<file path="config.mk">
export PLATFORM = sky130hd
export DESIGN_NAME = hazard_forward_scoreboard
export DESIGN_NICKNAME = d
export VERILOG_FILES = /design/src/rtl/hazard_forward_scoreboard_pkg.sv /design/src/rtl/hazard_forward_scoreboard_fwd_port_select.sv /design/src/rtl/hazard_forward_scoreboard.sv
export SDC_FILE = /design/constraint.sdc
export NUM_CORES = 1
export LEC_CHECK = 0
export CAP_MARGIN = 20
export CORE_MARGIN = 1
export CORE_UTILIZATION = 35
export CTS_BUF_LIST = sky130_fd_sc_hd__clkbuf_4
export DETAILED_ROUTE_END_ITERATION = 7
export DONT_BUFFER_PORTS = 1
export PLACE_DENSITY = 0.57
export SLEW_MARGIN = 40
export SYNTH_ARGS = -nofsm -noshare
export SYNTH_HDL_FRONTEND = slang
export SYNTH_SLANG_ARGS = --single-unit
</file>
<file path="constraint.sdc">
create_clock -name clk -period 3.95 [get_ports clk]
set_input_delay 0.79 -clock clk [delete_from_list [all_inputs] [get_ports clk]]
set_output_delay 0.79 -clock clk [all_outputs]
set_load 0.01 [all_outputs]
</file>
<file path="src/rtl/hazard_forward_scoreboard_pkg.sv">
// Shared constants for the ID-stage hazard/forwarding scoreboard.
// Select encodings and named slot positions used by the forward muxes.
package hazard_forward_scoreboard_pkg;

  localparam int FWD_SEL_REGFILE = 0;
  localparam int SLOT_EX         = 1;
  localparam int SLOT_MEM        = 2;
  localparam int SLOT_WB         = 3;

  // A match in slot k is served by the bus one stage further on; beyond the
  // last tracked slot the regfile (write-through at WB) already has the value.
  function automatic int slot_to_sel(input int k, input int depth);
    return (k + 1 <= depth) ? k + 1 : FWD_SEL_REGFILE;
  endfunction

endpackage

</file>
<file path="src/rtl/hazard_forward_scoreboard_fwd_port_select.sv">
// Youngest-match search of one read port against the in-flight slots.
// Produces the port's hazard flag and its forward select.
module fwd_port_select
  import hazard_forward_scoreboard_pkg::*;
#(
  parameter int DEPTH  = 3,
  parameter int REG_AW = 5,
  parameter int LAT_W  = 2,
  parameter int SEL_W  = 2,
  localparam int SLOT_W = 1 + REG_AW + LAT_W
) (
  input  logic [DEPTH*SLOT_W-1:0] slots,
  input  logic [REG_AW-1:0]       rs,
  input  logic                    rs_used,
  output logic                    hazard,
  output logic [SEL_W-1:0]        sel
);

  logic [SLOT_W-1:0] s;

  // Scan oldest to youngest so the lowest matching slot overwrites the rest.
  always_comb begin
    hazard = 1'b0;
    sel    = '0;
    s      = '0;
    for (int k = DEPTH; k >= 1; k--) begin
      s = slots[(k-1)*SLOT_W +: SLOT_W];
      if (rs_used && (rs != '0) && s[SLOT_W-1] && (s[LAT_W +: REG_AW] == rs)) begin
        hazard = s[LAT_W-1:0] > LAT_W'(1);
        sel    = SEL_W'(slot_to_sel(k, DEPTH));
      end
    end
  end

endmodule

</file>
<file path="src/rtl/hazard_forward_scoreboard.sv">
// ID-stage hazard detection and forwarding control: in-flight destination
// shift register with per-entry remaining latency, stall and registered selects.
module hazard_forward_scoreboard
  import hazard_forward_scoreboard_pkg::*;
#(
  parameter int NREAD   = 2,
  parameter int DEPTH   = 3,
  parameter int MAX_LAT = 3,
  parameter int REG_AW  = 5,
  localparam int LAT_W  = $clog2(MAX_LAT + 1),
  localparam int SEL_W  = $clog2(DEPTH + 1)
) (
  input  logic                    clk,
  input  logic                    rst_n,
  input  logic                    id_valid,
  input  logic [NREAD*REG_AW-1:0] id_rs,
  input  logic [NREAD-1:0]        id_rs_used,
  input  logic [REG_AW-1:0]       id_rd,
  input  logic                    id_rd_we,
  input  logic [LAT_W-1:0]        id_lat,
  input  logic                    flush,
  output logic                    stall,
  output logic [NREAD*SEL_W-1:0]  fwd_sel
);

  localparam int SLOT_W = 1 + REG_AW + LAT_W;

  logic [DEPTH*SLOT_W-1:0] slots_q;
  logic [DEPTH*SLOT_W-1:0] slots_d;
  logic [SLOT_W-1:0]       entry;
  logic [SLOT_W-1:0]       prev;
  logic [LAT_W-1:0]        lat_eff;
  logic [NREAD-1:0]        port_hazard;
  logic [NREAD*SEL_W-1:0]  sel_d;
  logic [NREAD*SEL_W-1:0]  fwd_q;
  logic                    issue;

  for (genvar p = 0; p < NREAD; p++) begin : g_port
    fwd_port_select #(
      .DEPTH (DEPTH),
      .REG_AW(REG_AW),
      .LAT_W (LAT_W),
      .SEL_W (SEL_W)
    ) u_sel (
      .slots  (slots_q),
      .rs     (id_rs[p*REG_AW +: REG_AW]),
      .rs_used(id_rs_used[p]),
      .hazard (port_hazard[p]),
      .sel    (sel_d[p*SEL_W +: SEL_W])
    );
  end

  // Flush dominates: a killed instruction neither stalls nor issues.
  assign stall   = id_valid & ~flush & (|port_hazard);
  assign issue   = id_valid & ~stall & ~flush;
  assign lat_eff = (id_lat == '0) ? LAT_W'(1) : id_lat;

  always_comb begin
    entry = '0;
    if (issue) begin
      entry = {id_rd_we && (id_rd != '0), id_rd, lat_eff};
    end
    slots_d               = '0;
    slots_d[SLOT_W-1:0]   = entry;
    prev                  = '0;
    for (int k = 1; k < DEPTH; k++) begin
      prev = slots_q[(k-1)*SLOT_W +: SLOT_W];
      if (prev[LAT_W-1:0] != '0) begin
        prev[LAT_W-1:0] = prev[LAT_W-1:0] - LAT_W'(1);
      end
      slots_d[k*SLOT_W +: SLOT_W] = prev;
    end
  end

  always_ff @(posedge clk or negedge rst_n) begin
    if (!rst_n) begin
      slots_q <= '0;
      fwd_q   <= '0;
    end else begin
      slots_q <= slots_d;
      fwd_q   <= issue ? sel_d : {NREAD{SEL_W'(FWD_SEL_REGFILE)}};
    end
  end

  assign fwd_sel = fwd_q;

endmodule

</file>
# Word-level counts from Yosys, hierarchy flattened
# Cells that the tools add are included.
# Widths: inputs -> output; s select.
op_classes:
  addsub: 2
  n_eq_ne: 6
  n_bitwise: 6
  n_reduce_logical: 22
  order_cmp: 3
  muxes: 15
ops:
  columns: ["cell", "n"]
  rows:
  - ["$eq 5x5->1", 6]
  - ["$logic_and 1x1->1", 15]
  - ["$reduce_bool 5->1", 3]
  - ["$mux 2", 7]
  - ["$mux 8", 1]
  - ["$gt 2x1->1 const B", 3]
  - ["$mux 1", 6]
  - ["$and 1x1->1", 4]
  - ["$mux 4", 1]
  - ["$reduce_bool 2->1", 2]
  - ["$sub 2x1->2 const B", 2]
  - ["$logic_not 2->1", 1]
  - ["$not 1->1", 2]
  - ["$reduce_or 2->1", 1]
totals:
  register_bits: 28
  word_cells: 56
  in_bits: 24
  output_inout_bits: 5

# Logic depth before layout (Yosys ltp)
depth:
  ltp_word: 13
  ltp_mapped: 7
  mapped_depth_nobuf: 6

# Cells and area by module
# Synthesis repeated with hierarchy kept, for this count alone.
unflattened:
  hier_cells: 120
  hier_area_um2: 1388.8
modules_own_cells:
  columns: ["module", "cells_per_inst", "instances", "area_each_um2", "seq_area_each_um2"]
  rows:
  - ["hazard_forward_scoreboard", 50, 1, 870.8, 700.7]
  - ["fwd_port_select", 35, 2, 259.0, 0.0]

# Worst setup path before layout
# OpenSTA, ideal clock, no wires.
synth_timing:
  kind: "input -> output"
  startpoint: "input id_rs[5]"
  endpoint: "output stall"
  path_buffers: 1
  cell_stages: 7
  arrival_ps: 2379
  slack_ps: 781
  required_ps: 3160
  path_cell_list: "clkbuf_1 -> xnor2_1 -> nand4_1 -> or3_1 -> nor4_1 -> nor3_1 -> a21oi_1"
synth_via:
  elab_chain_cells: 9
  elab_cells_between_ends: 16
  classes_between: "eq/ne (3); mux (3); bitwise (1); reduce/logical (9)"
synth_lines:
  columns: ["element", "line", "rtl"]
  rows:
  - ["start, declared", "hazard_forward_scoreboard.sv:16", "input logic [NREAD*REG_AW-1:0] id_rs,"]
  - ["$reduce_bool 5->1", "hazard_forward_scoreboard_fwd_port_select.sv:28", "if (rs_used && (rs != '0) && s[SLOT_W-1] && (s[LAT_W +: REG_AW] == rs)) begin"]
  - ["$logic_and 1x1->1 (3 in a row)", "hazard_forward_scoreboard_fwd_port_select.sv:28", null]
  - ["$mux 1 (2 in a row)", "hazard_forward_scoreboard_fwd_port_select.sv:28", null]
  - ["$mux 1 *", "hazard_forward_scoreboard_fwd_port_select.sv:28", null]
  - ["$reduce_or 2->1 *", "hazard_forward_scoreboard.sv:54", "assign stall = id_valid & ~flush & (|port_hazard);"]
  - ["$and 1x1->1 *", "hazard_forward_scoreboard.sv:54", null]
  - ["end, declared", "hazard_forward_scoreboard.sv:22", "output logic stall,"]
# Every way passes the cells marked *; elsewhere a longest branch is shown, timed or not.

# Final worst setup path
layout_timing:
  startpoint: "input id_rs[1]"
  endpoint: "output stall"
# Same word-level chain as after synthesis.

==> impl_metrics.yaml <==
cts:
  htree_levels: 1
  ctsHoldBuffers: 0
  cts-root-buf: "clkbuf_4"
  cts_tree: "yes"
  cts-resized-gates: 0
  clkTransAtPathRegs_ns: 0.14
  postCtsSetupBuffers: 0
  clk_path_buf_depth: 2
  cts_buffers: 3
  clock_latency_ns: 0.31
  clock-sinks: 27
floorplanning:
  io_pins: 29
  coreArea_um2: 3720
  fp.dieH_um: 64.7
  rows: 22
  die_area_um2: 4190
  die_x_um: 64.7
  initial_core_util_pct: 37.0
sta:
  slew_headroom_pct: 61.6
  max_freq_mhz: 303
  finalHoldViolCount: 0
  setup_viol: 0
  layout_min_cycle_time_ns: 3.30
  min_period_over_period_pct: 83.6
  worstMarginPinSlew_ns: 0.576
  maxSlewViolCount: 0
  tns_ns: 0
  rsz0062_at_grt: "no"
  fin_skew_ns: 0.00352
  setup_slack_ns: 0.646
power_and_ir_drop:
  ir_drop_mv: 0.0772
  cellLeakagePower_uw: 0.000602
  clkPwrFrac_pct: 25.4
  power.internal_uw: 347
  swShare_pct: 22.9
  share_comb_of_total_power_pct: 9.3
  power_frac_seq_pct: 65.3
  power.density_nw_per_um2: 308
  switchingPower_uw: 103
place:
  hpwlAfterDp_mm: 2.22
  io_buffers: 0
  dpl_worst_slack_ns: 0.636
  dp_cells: 165
  place_congestion: 0.852
setup_path:
  worstPathRequired_ns: 3.16
  worstPathArrival_ns: 2.51
  endpoint_kind: "primary output"
  path_cells: "or4_4 > o21ai_4 > nor3_2 > o32ai_1 > nand2_1 > a21oi_1"
  path_delay_family: "compound AO/OA/AOI/OAI gates"
  cp_slowest_cell: "or4_4"
  path_max_fanout: 5
  slowest_delay_ns: 0.53
  worstSetupPathType: "in2out"
  critical_path_buf_inv_count: 0
  startpoint_type: "primary input"
cells_and_area:
  antenna_cells: 0
  layout_common_cells: "dfrtp_1 (27), xnor2_1 (20), xor2_1 (10)"
  area_delta_synth_final_pct: 6.09
  final_common_cell: "dfrtp_1"
  layout-drive-gt1-share_pct: 17.4
  stdcell_count: 169
  nNetsFinal: 146
  final_core_util_pct: 39.3
yosys:
  synth_edf_count: 0
  ys_ff_latch: 27
  syn_avg_cell_area_um2: 11.6
  yosys_warnings: 0
  synth_cells: 119
  yosysTopAreaCell: "dfrtp_1"
  synthTopCellsByArea: "dfrtp_1 (49%), xnor2_1 (13%), xor2_1 (6.4%)"
  syn-num-nets: 143
  synth_top_cell_area_share_pct: 49.1
  ys.flop_type: "dfrtp_1"
  synth_area_um2: 1380
  ys_seq_area_share_pct: 49.1
  synth_cell_types: 37
  async_reset_ff_share_pct: 100
drt:
  via_per_inst: 5.34
  vias: 902
  routed-wl-met2_mm: 1.40
  wl_mm: 2.76
  wire_per_inst_um: 16.3
  drc: 0
  highest_layer: "met4"
  ant_nets: 0
  drtIter0Drc: 56
  dr.pass1.iters: 4
  met1Wirelength_mm: 1.15
  wl_met3_um: 180
global_routing:
  grtUsageTotal_pct: 14.5
  grt_overflow: 0
  antenna_found_initial: 0
  grt_pass1_vias: 942
  grt_max_degree: 28
  grt_pass1_wl_mm: 4.54
hold_path:
  hp-class: "in2async"
status:
  status: "finished, final reports clean"
flow_run:
  maxCapViolations: 0
==> final timing paths <==
check	to	from	cells after the start	slack, ns
max	stall	id_rs[1]	6	0.65
min	fwd_sel[3]$_DFF_PN0_	rst_n	0	0.14
max reg2reg	slots_q[6]$_DFF_PN0_	slots_q[2]$_DFF_PN0_	6	1.66
min reg2reg	slots_q[8]$_DFF_PN0_	slots_q[0]$_DFF_PN0_	1	0.43
max in group asynchronous	slots_q[21]$_DFF_PN0_	rst_n	0	3.72
min in group clk	slots_q[8]$_DFF_PN0_	slots_q[0]$_DFF_PN0_	1	0.43
==> area by class of cell <==
class                           instances  area [µm²]
Fill cell                             358        2260
Clock buffer                            3        22.5
Inverter                                2        7.51
Clock inverter                          1        5.00
Timing Repair Buffer                    1        7.51
Tap cell                               48        60.1
Multi-Input combinational cell         87         682
Sequential cell                        27         676
==> cell families after synthesis <==
family                 share of synthesized area, %
AND/OR/NAND/NOR                                21.0
AO/OA/AOI/OAI                                  9.46
flip-flops                                     49.1
buffers and inverters                          1.36
XOR/XNOR                                       19.1
==> flip-flops by register name (all words and copies together) (netlist names) <==
signal,count
slots_q,23
fwd_sel,4
==> through the flow <==
step,hold slack [ns],area (µm²),power [µW]
floorplan,0.394,1380,335
global placement,0.404,1430,340
detailed placement,0.416,1430,341
CTS,0.126,1460,459
global route,0.108,1460,475
finish,0.144,1460,450
==> layer usage <==
layer,track usage (%),up-vias
met1,17.8,451
met2,24.5,28
li1,-,421
met3,3.52,2
met5,0,-
met4,5.00,0
==> cells in the mapped netlist, types with 3 or more instances <==
master    count
xnor2_1      20
and2_2        6
nor3_1        4
nor2_1        4
nand2_1       7
dfrtp_1      27
nand4_1       4
clkbuf_1      3
xor2_1       10
nor4_1        4
==> worst register-to-register path: stages (launching register included) <==
cell,delay (ns)
dfrtp_1,0.45
xnor2_1,0.18
nand4_1,0.17
nor3_2,0.35
o32ai_1,0.20
a2111oi_4,0.64
and2_2,0.24
==> power groups by stage <==
stage	sequential, µW	clock (µW)	combinational [µW]
4_1_cts	294	123	42.2
3_3_place_gp	299	0	40.9
2_1_floorplan	297	0	38.7
3_5_place_dp	299	0	41.9
5_1_grt	295	134	45.6
6_report	294	114	41.6
(Power assumes the default switching activity.)
